[src/rtl/irq_pkg.sv]
// Shared definitions for the interrupt controller: FSM encoding,
// register offsets inside the controller's bus window, and the ID width.
package irq_pkg;

    typedef enum logic [1:0] {
        ST_IDLE  = 2'd0,
        ST_RAISE = 2'd1,
        ST_GAP   = 2'd2
    } irq_state_t;

    localparam logic [7:0] OFF_MASK = 8'd0;
    localparam logic [7:0] OFF_PEND = 8'd1;
    localparam logic [7:0] OFF_STAT = 8'd2;

    localparam int ID_W = 3;

endpackage

[src/rtl/irq_prio_enc.sv]
// Lowest-index-wins priority encoder with a valid flag.
// Purely combinational and N_SRC-parameterised so other arbiters can reuse it.
module irq_prio_enc
    import irq_pkg::*;
#(
    parameter int N_SRC = 4
) (
    input  logic [N_SRC-1:0] req,
    output logic [ID_W-1:0]  idx,
    output logic             valid
);

    // Scan from the top down so the lowest set index is the last one written.
    always_comb begin
        idx   = '0;
        valid = 1'b0;
        for (int i = N_SRC - 1; i >= 0; i--) begin
            idx   = req[i] ? ID_W'(i) : idx;
            valid = req[i] | valid;
        end
    end

endmodule

[src/rtl/irq_controller.sv]
// Prioritised interrupt controller on the 8-bit Micro bus.
// Registers at BASE_ADDR: +0 MASK (rw), +1 PEND (r, write-1-to-clear),
// +2 STAT (r; [2:0] last acknowledged ID, [7] acknowledge-timeout flag).
// Optional feature macro: IRQ_ACK_TIMEOUT_EN -- abandons an unacknowledged
// request after TIMEOUT cycles, leaving it pending so it is raised again.
module irq_controller
    import irq_pkg::*;
#(
    parameter int         N_SRC     = 4,
    parameter logic [7:0] BASE_ADDR = 8'hF0,
    parameter int         TIMEOUT   = 255
) (
    input  logic             CLK,
    input  logic             RESET,
    input  logic [N_SRC-1:0] IRQ_SRC,
    input  logic [7:0]       BUS_ADDR,
    input  logic [7:0]       BUS_DATA_IN,
    input  logic             BUS_WE,
    output logic [7:0]       BUS_DATA_OUT,
    output logic             BUS_DATA_OUT_EN,
    output logic             IRQ_RAISE,
    output logic [ID_W-1:0]  IRQ_ID,
    input  logic             IRQ_ACK
);

    localparam logic [7:0] ADDR_MASK = BASE_ADDR + OFF_MASK;
    localparam logic [7:0] ADDR_PEND = BASE_ADDR + OFF_PEND;
    localparam logic [7:0] ADDR_STAT = BASE_ADDR + OFF_STAT;

    logic [N_SRC-1:0] src_q_r;
    logic [N_SRC-1:0] mask_r;
    logic [N_SRC-1:0] pend_r;
    logic [N_SRC-1:0] pend_nxt_s;
    logic [N_SRC-1:0] evt_s;
    logic [N_SRC-1:0] req_s;
    logic [N_SRC-1:0] ack_sel_s;
    irq_state_t       state_r;
    logic             raise_r;
    logic [ID_W-1:0]  id_r;
    logic [ID_W-1:0]  stat_id_r;
    logic             to_flag_r;
    logic [7:0]       dout_r;
    logic             dout_en_r;
    logic [7:0]       rd_data_s;
    logic             hit_mask_s;
    logic             hit_pend_s;
    logic             hit_stat_s;
    logic             rd_s;
    logic             wr_mask_s;
    logic             wr_pend_s;
    logic             wr_stat_s;
    logic             ack_fire_s;
    logic             to_hit_s;
    logic [ID_W-1:0]  enc_idx_s;
    logic             enc_valid_s;
    logic             unused_s;

    // Upper write-data bits beyond N_SRC carry no meaning for MASK/PEND.
    assign unused_s = ^BUS_DATA_IN;

    assign hit_mask_s = (BUS_ADDR == ADDR_MASK);
    assign hit_pend_s = (BUS_ADDR == ADDR_PEND);
    assign hit_stat_s = (BUS_ADDR == ADDR_STAT);
    assign rd_s       = (hit_mask_s | hit_pend_s | hit_stat_s) & ~BUS_WE;
    assign wr_mask_s  = hit_mask_s & BUS_WE;
    assign wr_pend_s  = hit_pend_s & BUS_WE;
    assign wr_stat_s  = hit_stat_s & BUS_WE;

    assign evt_s      = IRQ_SRC & ~src_q_r;
    assign req_s      = pend_r & mask_r;
    assign ack_fire_s = (state_r == ST_RAISE) & IRQ_ACK;
    assign ack_sel_s  = N_SRC'(32'd1) << id_r;

    irq_prio_enc #(
        .N_SRC (N_SRC)
    ) u_prio_enc (
        .req   (req_s),
        .idx   (enc_idx_s),
        .valid (enc_valid_s)
    );

`ifdef IRQ_ACK_TIMEOUT_EN
    localparam int CNT_W = $clog2(TIMEOUT + 1);
    logic [CNT_W-1:0] cnt_r;

    // Count cycles spent in RAISE; held at zero elsewhere so each entry starts fresh.
    always_ff @(posedge CLK or negedge RESET) begin
        if (!RESET) begin
            cnt_r <= '0;
        end else if (state_r == ST_RAISE) begin
            cnt_r <= cnt_r + CNT_W'(32'd1);
        end else begin
            cnt_r <= '0;
        end
    end

    assign to_hit_s = (state_r == ST_RAISE) & ~IRQ_ACK & (cnt_r == CNT_W'(TIMEOUT - 1));
`else
    // Without the counter the request never expires.
    assign to_hit_s = (TIMEOUT < 0);
`endif

    // Next pending vector: clears first, fresh events last so an event always wins.
    always_comb begin
        pend_nxt_s = pend_r;
        if (wr_pend_s) begin
            pend_nxt_s = pend_nxt_s & ~BUS_DATA_IN[N_SRC-1:0];
        end else begin
            pend_nxt_s = pend_nxt_s;
        end
        if (ack_fire_s) begin
            pend_nxt_s = pend_nxt_s & ~ack_sel_s;
        end else begin
            pend_nxt_s = pend_nxt_s;
        end
        pend_nxt_s = pend_nxt_s | evt_s;
    end

    // Edge-detect history, pending latch and mask register.
    always_ff @(posedge CLK or negedge RESET) begin
        if (!RESET) begin
            src_q_r <= '0;
            pend_r  <= '0;
            mask_r  <= '0;
        end else begin
            src_q_r <= IRQ_SRC;
            pend_r  <= pend_nxt_s;
            if (wr_mask_s) begin
                mask_r <= BUS_DATA_IN[N_SRC-1:0];
            end else begin
                mask_r <= mask_r;
            end
        end
    end

    // Timeout flag: set on expiry (wins over a same-cycle clear), cleared by writing 1 to STAT[7].
    always_ff @(posedge CLK or negedge RESET) begin
        if (!RESET) begin
            to_flag_r <= 1'b0;
        end else if (to_hit_s) begin
            to_flag_r <= 1'b1;
        end else if (wr_stat_s && BUS_DATA_IN[7]) begin
            to_flag_r <= 1'b0;
        end else begin
            to_flag_r <= to_flag_r;
        end
    end

    // Request FSM: pick the winner in IDLE, hold it through RAISE, force one low cycle in GAP.
    always_ff @(posedge CLK or negedge RESET) begin
        if (!RESET) begin
            state_r   <= ST_IDLE;
            raise_r   <= 1'b0;
            id_r      <= '0;
            stat_id_r <= '0;
        end else begin
            case (state_r)
                ST_IDLE: begin
                    if (enc_valid_s) begin
                        state_r <= ST_RAISE;
                        raise_r <= 1'b1;
                        id_r    <= enc_idx_s;
                    end else begin
                        state_r <= ST_IDLE;
                        raise_r <= 1'b0;
                    end
                end
                ST_RAISE: begin
                    if (ack_fire_s) begin
                        state_r   <= ST_GAP;
                        raise_r   <= 1'b0;
                        stat_id_r <= id_r;
                    end else if (to_hit_s) begin
                        state_r <= ST_GAP;
                        raise_r <= 1'b0;
                    end else begin
                        state_r <= ST_RAISE;
                        raise_r <= 1'b1;
                    end
                end
                ST_GAP: begin
                    state_r <= ST_IDLE;
                    raise_r <= 1'b0;
                end
                default: begin
                    state_r <= ST_IDLE;
                    raise_r <= 1'b0;
                end
            endcase
        end
    end

    // Read mux over the three registers; unused upper bits read as zero.
    always_comb begin
        rd_data_s = 8'h00;
        if (hit_mask_s) begin
            rd_data_s = 8'(mask_r);
        end else if (hit_pend_s) begin
            rd_data_s = 8'(pend_r);
        end else if (hit_stat_s) begin
            rd_data_s = {to_flag_r, 4'b0000, stat_id_r};
        end else begin
            rd_data_s = 8'h00;
        end
    end

    // Registered bus read port; the enable lasts one cycle per read.
    always_ff @(posedge CLK or negedge RESET) begin
        if (!RESET) begin
            dout_r    <= 8'h00;
            dout_en_r <= 1'b0;
        end else if (rd_s) begin
            dout_r    <= rd_data_s;
            dout_en_r <= 1'b1;
        end else begin
            dout_r    <= dout_r;
            dout_en_r <= 1'b0;
        end
    end

    assign BUS_DATA_OUT    = dout_r;
    assign BUS_DATA_OUT_EN = dout_en_r;
    assign IRQ_RAISE       = raise_r;
    assign IRQ_ID          = id_r;

endmodule
[config.mk]
export PLATFORM = sky130hd
export DESIGN_NAME = irq_controller
export DESIGN_NICKNAME = d
export VERILOG_FILES = /design/src/rtl/irq_pkg.sv /design/src/rtl/irq_prio_enc.sv /design/src/rtl/irq_controller.sv
export SDC_FILE = /design/constraint.sdc
export NUM_CORES = 1
export LEC_CHECK = 0
export CAP_MARGIN = 20
export CORE_UTILIZATION = 47
export DETAILED_ROUTE_END_ITERATION = 10
export PLACE_DENSITY = 0.79
export RECOVER_POWER = 100
export SYNTH_ARGS = -nofsm -noshare
export SYNTH_HDL_FRONTEND = slang
export SYNTH_SLANG_ARGS = --single-unit
[constraint.sdc]
create_clock -name CLK -period 2.2 [get_ports CLK]
set_input_delay 0.55 -clock CLK [delete_from_list [all_inputs] [get_ports CLK]]
set_output_delay 0.55 -clock CLK [all_outputs]
set_load 0.03 [all_outputs]
==> results.sh <==
export IMPL_whs_path_depth=1
export IMPL_p_leak_nw=0.641
export IMPL_max_freq_mhz=486
export IMPL_max_cap_violations=0
export IMPL_routedWlPerCell_um=13.7
export IMPL_core_um2=2020
export IMPL_cts_repair_resize_count=0
export IMPL_n_antenna_cell=0
export IMPL_hold_violations=0
export IMPL_synth_seq_cells=23
export IMPL_io_pins=37
export IMPL_ys_seq_area_share_pct=55.6
export IMPL_drive_above_1_share_pct=11.8
export IMPL_cts_buffers=3
export IMPL_max_slew_margin_pct=18.2
export IMPL_pwr_share_seq_pct=52.3
export IMPL_vdd_drop_max_mv=0.545
export IMPL_grt_max_degree=24
export IMPL_worstSetupPathType="register to output port"
export IMPL_start_util_pct=51.2
export IMPL_outcome="completed"
export IMPL_hp_start="src_q_r[0]"
export IMPL_critPathTopFamily="buffers and inverters"
export IMPL_p_switching_mw=0.376
export IMPL_r2r_end="IRQ_ID[0]"
export IMPL_worstSkewPairLatency_ps=310
export IMPL_synth_distinct_cells=29
export IMPL_grt_pass1_wl_um=3590
export IMPL_swShare_pct=34.8
export IMPL_skew_ps=3.61
export IMPL_port_buffers=27
export IMPL_fp_dieH_um=49.0
export IMPL_crit_chain="dlygate4sd3_1"
export IMPL_setup_viol=0
export IMPL_cts_htree_levels=1
export IMPL_globalRouteTotalUtil_pct=19.9
export IMPL_fin_crit_sh_pct=93.4
export IMPL_gr_total_overflow=0
export IMPL_die_area_um2=2400
export IMPL_worst_pin_slew_ps=1230
export IMPL_syn_area_per_cell_um2=11.3
export IMPL_nets=152
export IMPL_antenna_found_initial=0
export IMPL_period_minus_slack_ps=2060
export IMPL_ys_warn_count=0
export IMPL_rrSetupSlack_ps=870
export IMPL_cp_required_ps=1650
export IMPL_postCtsHoldBufs=0
export IMPL_areaGrowthSynthToFinish_pct=32.5
export IMPL_p_int_mw=0.705
export IMPL_cts_num_sinks=23
export IMPL_min_to="pend_r[0]"
export IMPL_worst_slack_ps=144
export IMPL_cts_setup_buffers=0
export IMPL_synth_edf_count=0
export IMPL_critPathMaxFanout=5
export IMPL_syn_inst=92
export IMPL_drt_initial_drc_count=16
export IMPL_gp_congestion=0.789
export IMPL_viasPerCell=5.48
export IMPL_timing_rr_start="mask_r[0]"
export IMPL_clockBufferDepth=2
export IMPL_hold_class="register to register"
export IMPL_ant_nets=0
export IMPL_rr_worst_depth=3
export IMPL_comb_power_share_pct=29.2
export IMPL_worst_ep_arrival_time_ps=1510
export IMPL_final_common_cell="dfrtp_1"
export IMPL_die_w_um=49.0
export IMPL_slew_violations=0
export IMPL_vias=844
export IMPL_power_share_clock_pct=18.5
export IMPL_synth_async_reset_ratio_pct=100
export IMPL_startpoint_type="register"
export IMPL_cts_clk_slew_worst_paths_ps=130
export IMPL_drc=0
export IMPL_max_stage_delay_ps=760
export IMPL_critPathBufInv=1
export IMPL_dp_slack_ps=-56.3
export IMPL_ys_flop_type="dfrtp_1"
export IMPL_dp_hpwl_um=1670
export IMPL_hold_ws_ps=452
export IMPL_power_mw=1.08
export IMPL_crit_path_end_kind="output port"
export IMPL_synth_area_um2=1040
export IMPL_p_per_area_nw_per_um2=788
export IMPL_cts_root_buffer="clkbuf_4"
export IMPL_first_global_vias=794
export IMPL_worst_path_max_delay_cell="dlygate4sd3_1"
export IMPL_cts_tree="yes"
export IMPL_dr_pass1_iters=4
export IMPL_rsz0062_at_grt="false"
export IMPL_drt_total_wl_um=2110
export IMPL_layout_common_cells="dfrtp_1, dlygate4sd3_1, clkdlybuf4s50_1"
export IMPL_fp_row_count=16
-- synth_stat cells (2+ instances only) --
| cell | instances | area share, % |
|---|---|---|
| a22o_1 | 3 | 2.5 |
| a21oi_1 | 3 | 1.4 |
| o21ai_0 | 4 | 1.9 |
| mux2_1 | 2 | 2.2 |
| nand3_1 | 4 | 1.9 |
| dfrtp_1 | 23 | 56 |
| o22ai_1 | 2 | 1.2 |
| mux2_2 | 7 | 7.6 |
| inv_1 | 7 | 2.5 |
| nor3_1 | 2 | 0.97 |
| nand2_1 | 9 | 3.3 |
| mux2i_1 | 2 | 1.9 |
| and3_1 | 2 | 1.2 |
| o31ai_1 | 2 | 1.4 |
| a32o_1 | 2 | 1.9 |
| buf_4 | 5 | 3.6 |
-- area by class of cell --
cell class,instances,area [µm²]
Clock buffer,3,22.5
Clock inverter,1,7.51
Fill cell,163,649
Inverter,7,26.3
Multi-Input combinational cell,60,403
Sequential cell,23,576
Tap cell,27,33.8
Timing Repair Buffer,33,304
-- kinds of logic after synthesis --
group | count (synthesis) | share of synthesized area, %
AO/OA/AOI/OAI | 19 | 12.9
multiplexers | 11 | 11.7
flip-flops | 23 | 55.6
buffers and inverters | 13 | 6.52
AND/OR/NAND/NOR | 25 | 12.9
other | 1 | 0.362
-- layer usage --
metal | global-route usage, % | wire length (µm) | share of wire (%)
met1 | 26.0 | 867 | 41
met2 | 34.0 | 1090 | 52
met3 | 3.43 | 128 | 6.1
met4 | 5.39 | 15 | 0.71
met5 | 0 | 0 | 0
-- per-stage QoR --
| step | std cells | TNS [ps] | utilization, % | area (µm²) |
|---|---|---|---|---|
| 2_1_floorplan | 96 | 0 | - | 1050 |
| 3_3_place_gp | 150 | -29.5 | 67.2 | 1360 |
| 3_5_place_dp | 150 | -102 | 67.2 | 1360 |
| 4_1_cts | 154 | 0 | 68.7 | 1390 |
| 5_1_grt | 154 | 0 | 67.9 | 1370 |
| 6_report | 154 | 0 | 67.9 | 1370 |
-- power groups by stage --
stage	Combinational [mW]	Sequential [mW]	Clock (mW)
after floorplan	0.141	0.616	0
after detailed placement	0.330	0.573	0
after global placement	0.321	0.570	0
final	0.315	0.565	0.201
after CTS	0.330	0.566	0.205
after global routing	0.343	0.580	0.219
-- registers in the layout, indices dropped and copies added, names as in the netlist --
name             cells
BUS_DATA_OUT         4
mask_r               4
pend_r               4
src_q_r              4
IRQ_ID               2
stat_id_r            2
BUS_DATA_OUT_EN      1
IRQ_RAISE            1
state_r              1
-- worst max-delay path by stage --
stage | start | endpoint | slack (ps) | cells past startpoint
final | IRQ_RAISE | IRQ_RAISE | 140 | 1
after global routing | BUS_ADDR[6] | pend_r[3] | 60 | 7
after CTS | IRQ_ID[0] | IRQ_ID[0] | 160 | 1
after detailed placement | BUS_ADDR[6] | BUS_DATA_OUT[1] | -60 | 5
after global placement | BUS_ADDR[6] | BUS_DATA_OUT[0] | -10 | 5
after floorplan | BUS_ADDR[6] | BUS_DATA_OUT[0] | 490 | 4
(Power assumes the default switching activity.)
==> RTL change (same settings) <==
`N_SRC` is set to 4 in 2 places; all go to 6.
--- a/src/rtl/irq_prio_enc.sv
+++ b/src/rtl/irq_prio_enc.sv
@@ -3,7 +3,7 @@
 module irq_prio_enc
     import irq_pkg::*;
 #(
-    parameter int N_SRC = 4
+    parameter int N_SRC = 6
 ) (
     input  logic [N_SRC-1:0] req,
     output logic [ID_W-1:0]  idx,
--- a/src/rtl/irq_controller.sv
+++ b/src/rtl/irq_controller.sv
@@ -6,7 +6,7 @@
 module irq_controller
     import irq_pkg::*;
 #(
-    parameter int         N_SRC     = 4,
+    parameter int         N_SRC     = 6,
     parameter logic [7:0] BASE_ADDR = 8'hF0,
     parameter int         TIMEOUT   = 255
 ) (
Ports: changed (resized IRQ_SRC); port bits go from 37 to 39. The function was not compared with the original's and may differ.
==> RTL change against the original RTL <==
Worst setup slack got worse by 0.073 ns. Routed wire length increased by 59%. Synthesized area increased by 45%. Design area increased by 41%. Total power increased by 40%. Maximum frequency decreased by 3.4%. Critical endpoint is now IRQ_ID[0]. Highest routed layer unchanged. Sequential cell count increased by 10. Final cell count increased by 44%.
==> RTL change: results (changes against the original RTL) <==
[synth]
ys_types = 35  ; +21%
yosys-top-cells-area = dfrtp_1 (55%), nand2_1 (4.7%), mux2_2 (4.5%)
ys.flop_type = dfrtp_1
synthArstFlopShare_pct = 100  ; unchanged
postSynthCellCount = 134  ; +46%
yosys-top-cells-count = dfrtp_1 (33), nand2_1 (19), inv_1 (10), nor2_1 (10)
yosysSeqAreaShare_pct = 54.8  ; -0.74 points

[pwr]
irDropWorstVdd_mv = 0.548  ; +0.54%
p_leak_nw = 0.896  ; +40%

[route]
wl_per_cell_um = 15.1  ; +10%
drc = 0  ; unchanged
avgViaCountPerCell = 5.35  ; -2.4%
drt-initial-drc-count = 43  ; +27

[placed_design]
dp_hpwl_um = 2500  ; +49%
gp_congestion = 0.810  ; +2.6%
dpl.cell_count = 214  ; +43%
numPortBuffers = 34  ; +26%

[worst_hold_path]
hold-path-endpoint = BUS_DATA_OUT[2]
hp-start = BUS_DATA_OUT[2]
hold_depth = 1  ; unchanged

[final_layout]
antenna-diode-count = 0  ; unchanged
drive_above_1_share_pct = 11.2  ; -0.58 points
fin_nets = 203  ; +34%
fillers = 275  ; +69%
stdcell_count = 222  ; +44%

[status]
status = finished clean

[worst_setup_path]
cpMaxStageDelayCell = clkdlybuf4s50_1
rrSetupSlack_ns = 0.61  ; -0.26 ns
rr_endpoint = IRQ_ID[0]
reg2reg_depth = 4  ; +1
r2r_start = mask_r[2]
crit_fanout = 8  ; +3
max_stage_delay_ns = 0.74  ; -0.02 ns
crit_family = buffers and inverters
cp.arrival_ns = 1.58  ; +0.07 ns

[grt]
antenna_found_initial = 0  ; unchanged
gr-usage-all-layers_pct = 21.8  ; +1.9 points
grt_max_degree = 34  ; +42%
grt_pass1_vias = 1230  ; +55%
grt_pass1_wl_um = 5490  ; +53%

[clock_tree]
cts_made_buffers = 5  ; +2
cts_htree_levels = 2  ; +1
clk_pin_slew_ns = 0.11  ; -0.02 ns
cts_buffer_depth = 2  ; unchanged
clk_latency_ns = 0.33  ; +0.02 ns

[timing]
maxSlewHeadroom_pct = 47.4  ; +29 points
finClkSkew_ns = 0.00618  ; +0.00256 ns

[floorplanning]
die_w_um = 58.6  ; +20%

==> RTL change: cell types whose count changed after synthesis, sizes merged, moves of 3 or more <==
| cell | before | now |
|---|---|---|
| a32o | 2 | 6 |
| mux2 | 9 | 12 |
| inv | 7 | 10 |
| nand2 | 9 | 20 |
| a2111oi | 0 | 3 |
| nor2 | 1 | 10 |
| dfrtp | 23 | 33 |
==> RTL change: kinds of logic after synthesis <==
kind of cell / count (synthesis) / share of synthesized area (%)
other: 1 / 0.249
DFF: 33 / 54.8
AOI/OAI and AO/OA: 22 / 12.5
and+or+nand+nor: 48 / 15.9
buffers and inverters: 15 / 4.90
muxes: 15 / 11.7
==> RTL change: per-stage QoR <==
step	TNS (ns)	worst slack [ns]	hold WS (ns)	total power [W]
after floorplan	0	0.540	0.254	0.00101
after detailed placement	-0.0536	-0.0277	0.484	0.00120
after global placement	0	0.0293	0.479	0.00119
final	0	0.0707	0.495	0.00152
after CTS	0	0.0648	0.506	0.00153
after global routing	0	0.00920	0.515	0.00160
==> RTL change: final cells by class <==
type / instances / area (um2) / area share (%)
sequential: 33 / 826 / 42.5
clock buffer: 6 / 41.3 / 2.13
inverter: 10 / 37.5 / 1.93
tap: 44 / 55.1 / 2.84
clock inverter: 2 / 10.0 / 0.515
timing repair buffer: 40 / 379 / 19.5
multi-input combinational: 87 / 593 / 30.5
==> RTL change: worst max path at each step <==
stage / startpoint / cells past startpoint / to / slack [ns]
2_1_floorplan: BUS_ADDR[6] / 5 / BUS_DATA_OUT[0] / 0.54
3_3_place_gp: BUS_ADDR[6] / 5 / BUS_DATA_OUT[1] / 0.03
3_5_place_dp: BUS_ADDR[6] / 6 / BUS_DATA_OUT[0] / -0.03
4_1_cts: IRQ_ID[0] / 1 / IRQ_ID[0] / 0.06
5_1_grt: IRQ_ID[0] / 1 / IRQ_ID[0] / 0.009
6_report: IRQ_ID[0] / 1 / IRQ_ID[0] / 0.07
==> RTL change: metal layers <==
metal  up-vias  GRT usage, %  wire (um)
met5         -             0          0
met1       578          26.2       1490
li1        563             -          -
met4         0          7.14         16
met3         2          7.25        205
met2        45          36.9       1640
==> RTL change: power breakdown <==
group	leakage (nW)	internal, W	total [W]	switching, W
Sequential	0.409	0.000698	0.000809	0.000111
Clock	0.0320	0.000122	0.000328	0.000207
Combinational	0.454	0.000172	0.000381	0.000209
Total	0.896	0.000991	0.00152	0.000526
